===== src/rtl/bin2bcd_seq.sv =====
// Sequential binary to packed-BCD converter using shift-and-add-3, one input
// bit per clock. Start/busy/done handshake; results are held between runs,
// and values above the displayable range saturate to all nines with ovf set.
module bin2bcd_seq #(
  parameter int BIN_W  = 12,
  parameter int DIGITS = 4
) (
  input  logic                         clk,
  input  logic                         rst,
  input  logic                         start,
  input  logic [BIN_W-1:0]             bin,
  output logic                         busy,
  output logic                         done,
  output logic [4*DIGITS-1:0]          bcd,
  output logic                         ovf,
  output logic [$clog2(DIGITS+1)-1:0]  ndigits
);

  // Number of decimal digits needed to print v.
  function automatic int dec_digits(input longint v);
    int     n;
    longint t;
    n = 1;
    t = v;
    while (t >= 10) begin
      t = t / 10;
      n++;
    end
    return n;
  endfunction

  localparam int ND_W    = $clog2(DIGITS + 1);
  localparam int IN_DIG  = dec_digits((longint'(1) << BIN_W) - 1);
  // One spare digit above the largest input value keeps the add-3 stage
  // from ever losing a carry; never narrower than the output digit count.
  localparam int BCD_DIG = (IN_DIG + 1 > DIGITS) ? IN_DIG + 1 : DIGITS;
  localparam int BCD_W   = 4 * BCD_DIG;
  localparam int WORK_W  = BCD_W + BIN_W;
  localparam int CNT_W   = $clog2(BIN_W + 1);
  localparam logic [63:0] MAXV = 64'(10**DIGITS - 1);

  typedef enum logic {IDLE, CONV} state_t;

  state_t              state_reg, state_next;
  logic [WORK_W-1:0]   work_reg;
  logic [CNT_W-1:0]    cnt_reg;
  logic                ovf_cap_reg;

  logic                accept;
  logic                finish;
  logic                ovf_in;
  logic [BCD_W-1:0]    adj_bcd;
  logic [WORK_W-1:0]   adj_work;
  logic [WORK_W-1:0]   shifted;
  logic [4*DIGITS-1:0] res_digits;
  logic [ND_W-1:0]     nd_next;

  assign busy   = (state_reg == CONV);
  assign ovf_in = (64'(bin) > MAXV);

  // Add 3 to every BCD nibble that is 5 or more before the shift.
  generate
    for (genvar gi = 0; gi < BCD_DIG; gi++) begin : g_add3
      logic [3:0] nib;
      assign nib = work_reg[BIN_W + 4*gi +: 4];
      assign adj_bcd[4*gi +: 4] = (nib >= 4'd5) ? nib + 4'd3 : nib;
    end
  endgenerate

  assign adj_work   = {adj_bcd, work_reg[BIN_W-1:0]};
  assign shifted    = adj_work << 1;
  assign res_digits = shifted[BIN_W +: 4*DIGITS];

  // State register.
  always_ff @(posedge clk) begin
    if (rst) state_reg <= IDLE;
    else     state_reg <= state_next;
  end

  // Next-state logic: accept start only when idle, finish after BIN_W shifts.
  always_comb begin
    state_next = state_reg;
    accept     = 1'b0;
    finish     = 1'b0;
    case (state_reg)
      IDLE: begin
        if (start) begin
          accept     = 1'b1;
          state_next = CONV;
        end
      end
      CONV: begin
        if (cnt_reg == CNT_W'(1)) begin
          finish     = 1'b1;
          state_next = IDLE;
        end
      end
      default: state_next = IDLE;
    endcase
  end

  // Significant digit count of the result being loaded.
  always_comb begin
    nd_next = ND_W'(1);
    for (int i = 0; i < DIGITS; i++) begin
      if (res_digits[4*i +: 4] != 4'd0) nd_next = ND_W'(i + 1);
    end
    if (ovf_cap_reg) nd_next = ND_W'(DIGITS);
  end

  // Datapath: capture, shift one bit per clock, then publish the result.
  always_ff @(posedge clk) begin
    if (rst) begin
      work_reg    <= '0;
      cnt_reg     <= '0;
      ovf_cap_reg <= 1'b0;
      done        <= 1'b0;
      bcd         <= '0;
      ovf         <= 1'b0;
      ndigits     <= ND_W'(1);
    end else begin
      done <= 1'b0;
      if (accept) begin
        work_reg    <= WORK_W'(bin);
        cnt_reg     <= CNT_W'(BIN_W);
        ovf_cap_reg <= ovf_in;
      end else if (busy) begin
        work_reg <= shifted;
        cnt_reg  <= cnt_reg - CNT_W'(1);
      end
      if (finish) begin
        bcd     <= ovf_cap_reg ? {DIGITS{4'h9}} : res_digits;
        ovf     <= ovf_cap_reg;
        ndigits <= nd_next;
        done    <= 1'b1;
      end
    end
  end

endmodule


===== config.mk =====
export PLATFORM = sky130hd
export DESIGN_NAME = bin2bcd_seq
export DESIGN_NICKNAME = d
export VERILOG_FILES = /design/src/rtl/bin2bcd_seq.sv
export SDC_FILE = /design/constraint.sdc
export NUM_CORES = 1
export LEC_CHECK = 0
export ABC_AREA = 1
export CAP_MARGIN = 40
export CORE_ASPECT_RATIO = 1.75
export CORE_UTILIZATION = 46
export DETAILED_ROUTE_END_ITERATION = 10
export GPL_TIMING_DRIVEN = 0
export PLACE_DENSITY = 0.7
export SYNTH_ARGS = -nofsm -noshare
export SYNTH_HDL_FRONTEND = slang
export SYNTH_SLANG_ARGS = --single-unit
export TNS_END_PERCENT = 100

===== constraint.sdc =====
create_clock -name clk -period 3.95 [get_ports clk]
set_input_delay 0.5925 -clock clk [delete_from_list [all_inputs] [get_ports clk]]
set_output_delay 0.5925 -clock clk [all_outputs]
set_load 0.01 [all_outputs]

Word level (Yosys, flattened, before mapping) --
Cells that the tools add are included.
Operators by class: $add $sub $neg 6, equality and inequality tests 1, bitwise logic cells 1, reductions and logical operators 5, mux-type cells 19, magnitude comparators 5
Operator list (count):
- $mux 12 | 2
- $mux 4 | 6
- $ge 4x3->1 const B | 5
- $add 4x2->4 const B | 4
- $reduce_bool 4->1 | 3
- $mux 3 | 3
- $mux 1 | 6
- $eq 4x1->1 const B | 1
- $sub 4x1->4 const B | 1
- $add 3x2->3 const B | 1
- $mux 2 | 1
- $pmux 1 s2 | 1
- $reduce_bool 2->1 | 1
- $reduce_or 2->1 | 1
- $not 1->1 | 1
Word-level totals: flip-flop bits (word level) 57, input bits 15, logic and storage cells 45, output and inout bits 22

Longest topological paths before layout --
depth after elaboration 6, gate-level depth with buffers 12, mapped depth without buffers 12

Worst setup path before layout --
OpenSTA, ideal clock, no wires.
path type input to register, start input port rst, end register bcd[11], setup slack 2519 ps, buffers on the path 2, stages 5, library setup time 69 ps, arrival time 1362 ps, path through buf_2 nor2_1 buf_2 nand2_1 o21ai_1
RTL lines:
- from (decl) | RTL line 9 | input logic rst,
- to (signal assigned) | RTL line 132 | bcd <= ovf_cap_reg ? {DIGITS{4'h9}} : res_digits;
- to (decl) | RTL line 14 | output logic [4*DIGITS-1:0] bcd,

Worst setup path after layout --
start register state_reg (netlist: busy), end output port busy
RTL lines:
- from (decl) | RTL line 44 | state_t state_reg, state_next;
- from (signal assigned) | RTL line 77 | else state_reg <= state_next;
- to (decl) | RTL line 12 | output logic busy,
No word-level cell between the ends.

==> impl_metrics.json <==
{
  "final_hold_viol_count": 0,
  "core_um2": 5210,
  "end_kind": "primary output",
  "cts_made_buffers": 5,
  "cts_max_path_buffers": 2,
  "cp-start-kind": "register",
  "worstSetupPathType": "register to primary output",
  "wl_mm": 5.46,
  "fin_nets": 412,
  "hold_class": "register to register",
  "cts_resized": 0,
  "yosysUniqueCellTypes": 26,
  "cap_violations": 0,
  "grt_pass1_vias": 2218,
  "powerDensity_nw_per_um2": 371,
  "leakagePower_nw": 1.41,
  "drtAntennaViolNets": 0,
  "syn_avg_cell_area_um2": 7.15,
  "diodes": 0,
  "cts_sinks": 53,
  "core.rowCount": 35,
  "drtIter0Drc": 79,
  "path_cells": "clkdlybuf4s50_1",
  "hpwl_mm": 4.16,
  "syn-num-nets": 371,
  "cp_top_family": "buffers and inverters",
  "total_power_mw": 1.11,
  "timing.final.crit_period_ps": 1840,
  "synthCells": 346,
  "fmax_ghz": 0.545,
  "viasPerCell": 5.09,
  "largest_reg_flops": 28,
  "slew-limit-headroom_pct": 61.8,
  "fin_crit_sh_pct": 46.5,
  "antenna_found_initial": 0,
  "gp_congestion": 0.841,
  "vias": 2254,
  "yosysSeqAreaShare_pct": 42.9,
  "drcViolationCount": 1,
  "clk_pin_slew_ps": 100,
  "area_growth_pct": 21.2,
  "grt_max_degree": 18,
  "synth_seq_cells": 53,
  "io_buffers": 34,
  "start_util_pct": 47.4,
  "die_h_um": 99.0,
  "fillers": 512,
  "crit_buf_inv": 1,
  "post_drt_wl_per_cell_um": 12.3,
  "fin_area_um2": 3000,
  "vdd_ir_drop_max_mv": 0.211,
  "ys_warn_count": 0,
  "async_flop_share_pct": 0,
  "dieArea_um2": 5680,
  "critPathRequiredTime_ps": 3360,
  "htreeDepth": 2,
  "crit_fanout": 3,
  "finalSetupTns_ps": 0,
  "synthFlopType": "dfxtp_1",
  "crit_path_max_incr_delay_ps": 550,
  "synth_area_um2": 2470,
  "worst-slew-pin-transition_ps": 574,
  "die_w_um": 57.4,
  "clock_skew_ps": 8.40,
  "rsz0062_at_grt": "no",
  "status": "finished with violations",
  "cts_tree": "yes",
  "post-cts-setup-buffers": 0,
  "slowest_stage": "clkdlybuf4s50_1",
  "grt_pass1_wl_mm": 9.54,
  "yosysTopAreaCell": "dfxtp_1",
  "synthTopCellsByArea": "dfxtp_1 43%, nand2_1 15%, inv_1 8.8%",
  "failed_checks": "DRC",
  "grt_overflow_total": 0,
  "cts_root_buf": "clkbuf_8",
  "worstSkewPairLatency_ps": 310,
  "first_pass_iters": 7,
  "yosysTopAreaCellShare_pct": 42.9,
  "drive_above_1_share_pct": 5.15,
  "io_pins": 37,
  "hold_buffers": 0,
  "fin_util_pct": 57.5,
  "placed_area_um2": 2880,
  "grt.total_usage_pct": 21.5,
  "arrival_ps": 1240,
  "drv_slew": 0,
  "setup_viol": 0,
  "synth_edf_count": 0
}
==> layout by cell type, fill, tap and decap left out, types with 4 or more instances in the layout <==
cell type / netlist / routed
nand2_1: 98 / 98
inv_1: 58 / 58
dfxtp_1: 53 / 53
clkdlybuf4s50_1: 0 / 34
nor2_1: 22 / 22
o21ai_0: 22 / 22
nand3_1: 15 / 15
o211ai_1: 15 / 15
a21oi_1: 12 / 12
o21ai_1: 10 / 10
ha_1: 10 / 10
buf_4: 5 / 5
nand4_1: 5 / 5
clkbuf_8: 0 / 5
clkbuf_1: 4 / 4
==> final cells by class <==
cell class / instances / area [µm²] / share of cell area, %
Clock inverter: 3 / 46.3 / 1.54
Inverter: 59 / 221 / 7.39
Buffer: 12 / 66.3 / 2.21
Multi-Input combinational cell: 222 / 1120 / 37.5
Clock buffer: 5 / 68.8 / 2.30
Timing Repair Buffer: 34 / 340 / 11.4
Tap cell: 55 / 68.8 / 2.30
Sequential cell: 53 / 1060 / 35.4
==> layer usage <==
| metal | global-route usage [%] | share of wire [%] | up-vias |
|---|---|---|---|
| met3 | 3.28 | 2.7 | 11 |
| met1 | 22.2 | 42 | 1027 |
| met2 | 40.8 | 53 | 44 |
| met4 | 9.57 | 2.4 | 0 |
| met5 | 0 | 0 | - |
| li1 | - | - | 1172 |
==> cell usage after synthesis, types with 2 or more instances <==
cell / number
o221ai_1: 2
inv_1: 58
nor2_1: 22
nand2_1: 98
o211ai_1: 15
dfxtp_1: 53
nand3_1: 15
a22o_1: 3
o21ai_0: 22
clkbuf_1: 4
nand4_1: 5
buf_4: 5
o21ai_1: 10
ha_1: 10
a21oi_1: 12
buf_2: 2
==> per-stage QoR <==
stage                     std cells  hold slack (ps)  setup WS (ps)
after floorplan                 346              444           2520
after global placement          435              443           1880
after detailed placement        435              447           1820
after CTS                       443              463           2100
after global routing            443              486           2010
final                           443              460           2110
==> logic make-up after synthesis <==
group | after synthesis | share of synthesized area, %
simple gates | 145 | 24.3
buf+inv | 71 | 11.6
compound gates | 65 | 15.5
flops | 53 | 42.9
fa+ha+maj | 10 | 5.06
xor+xnor | 1 | 0.354
other cells | 1 | 0.152
==> report_power, final <==
| part | internal (mW) | total, mW | switching, mW |
|---|---|---|---|
| combinational | 0.0627 | 0.162 | 0.0993 |
| clock | 0.190 | 0.377 | 0.187 |
| sequential | 0.557 | 0.574 | 0.0166 |
| total | 0.810 | 1.11 | 0.303 |
==> final timing paths <==
path | cells after the start | end | startpoint | slack, ps
setup / recovery | 1 | busy | busy$_SDFF_PP0_ | 2110
hold / removal | 2 | bcd[7]$_SDFFE_PP0P_ | bcd[7]$_SDFFE_PP0P_ | 460
setup reg to reg | 9 | ndigits[0]$_SDFFE_PP1P_ | work_reg[20]$_SDFFE_PP0P_ | 2230
hold reg to reg | 2 | bcd[7]$_SDFFE_PP0P_ | bcd[7]$_SDFFE_PP0P_ | 460
(Power assumes the default switching activity.)
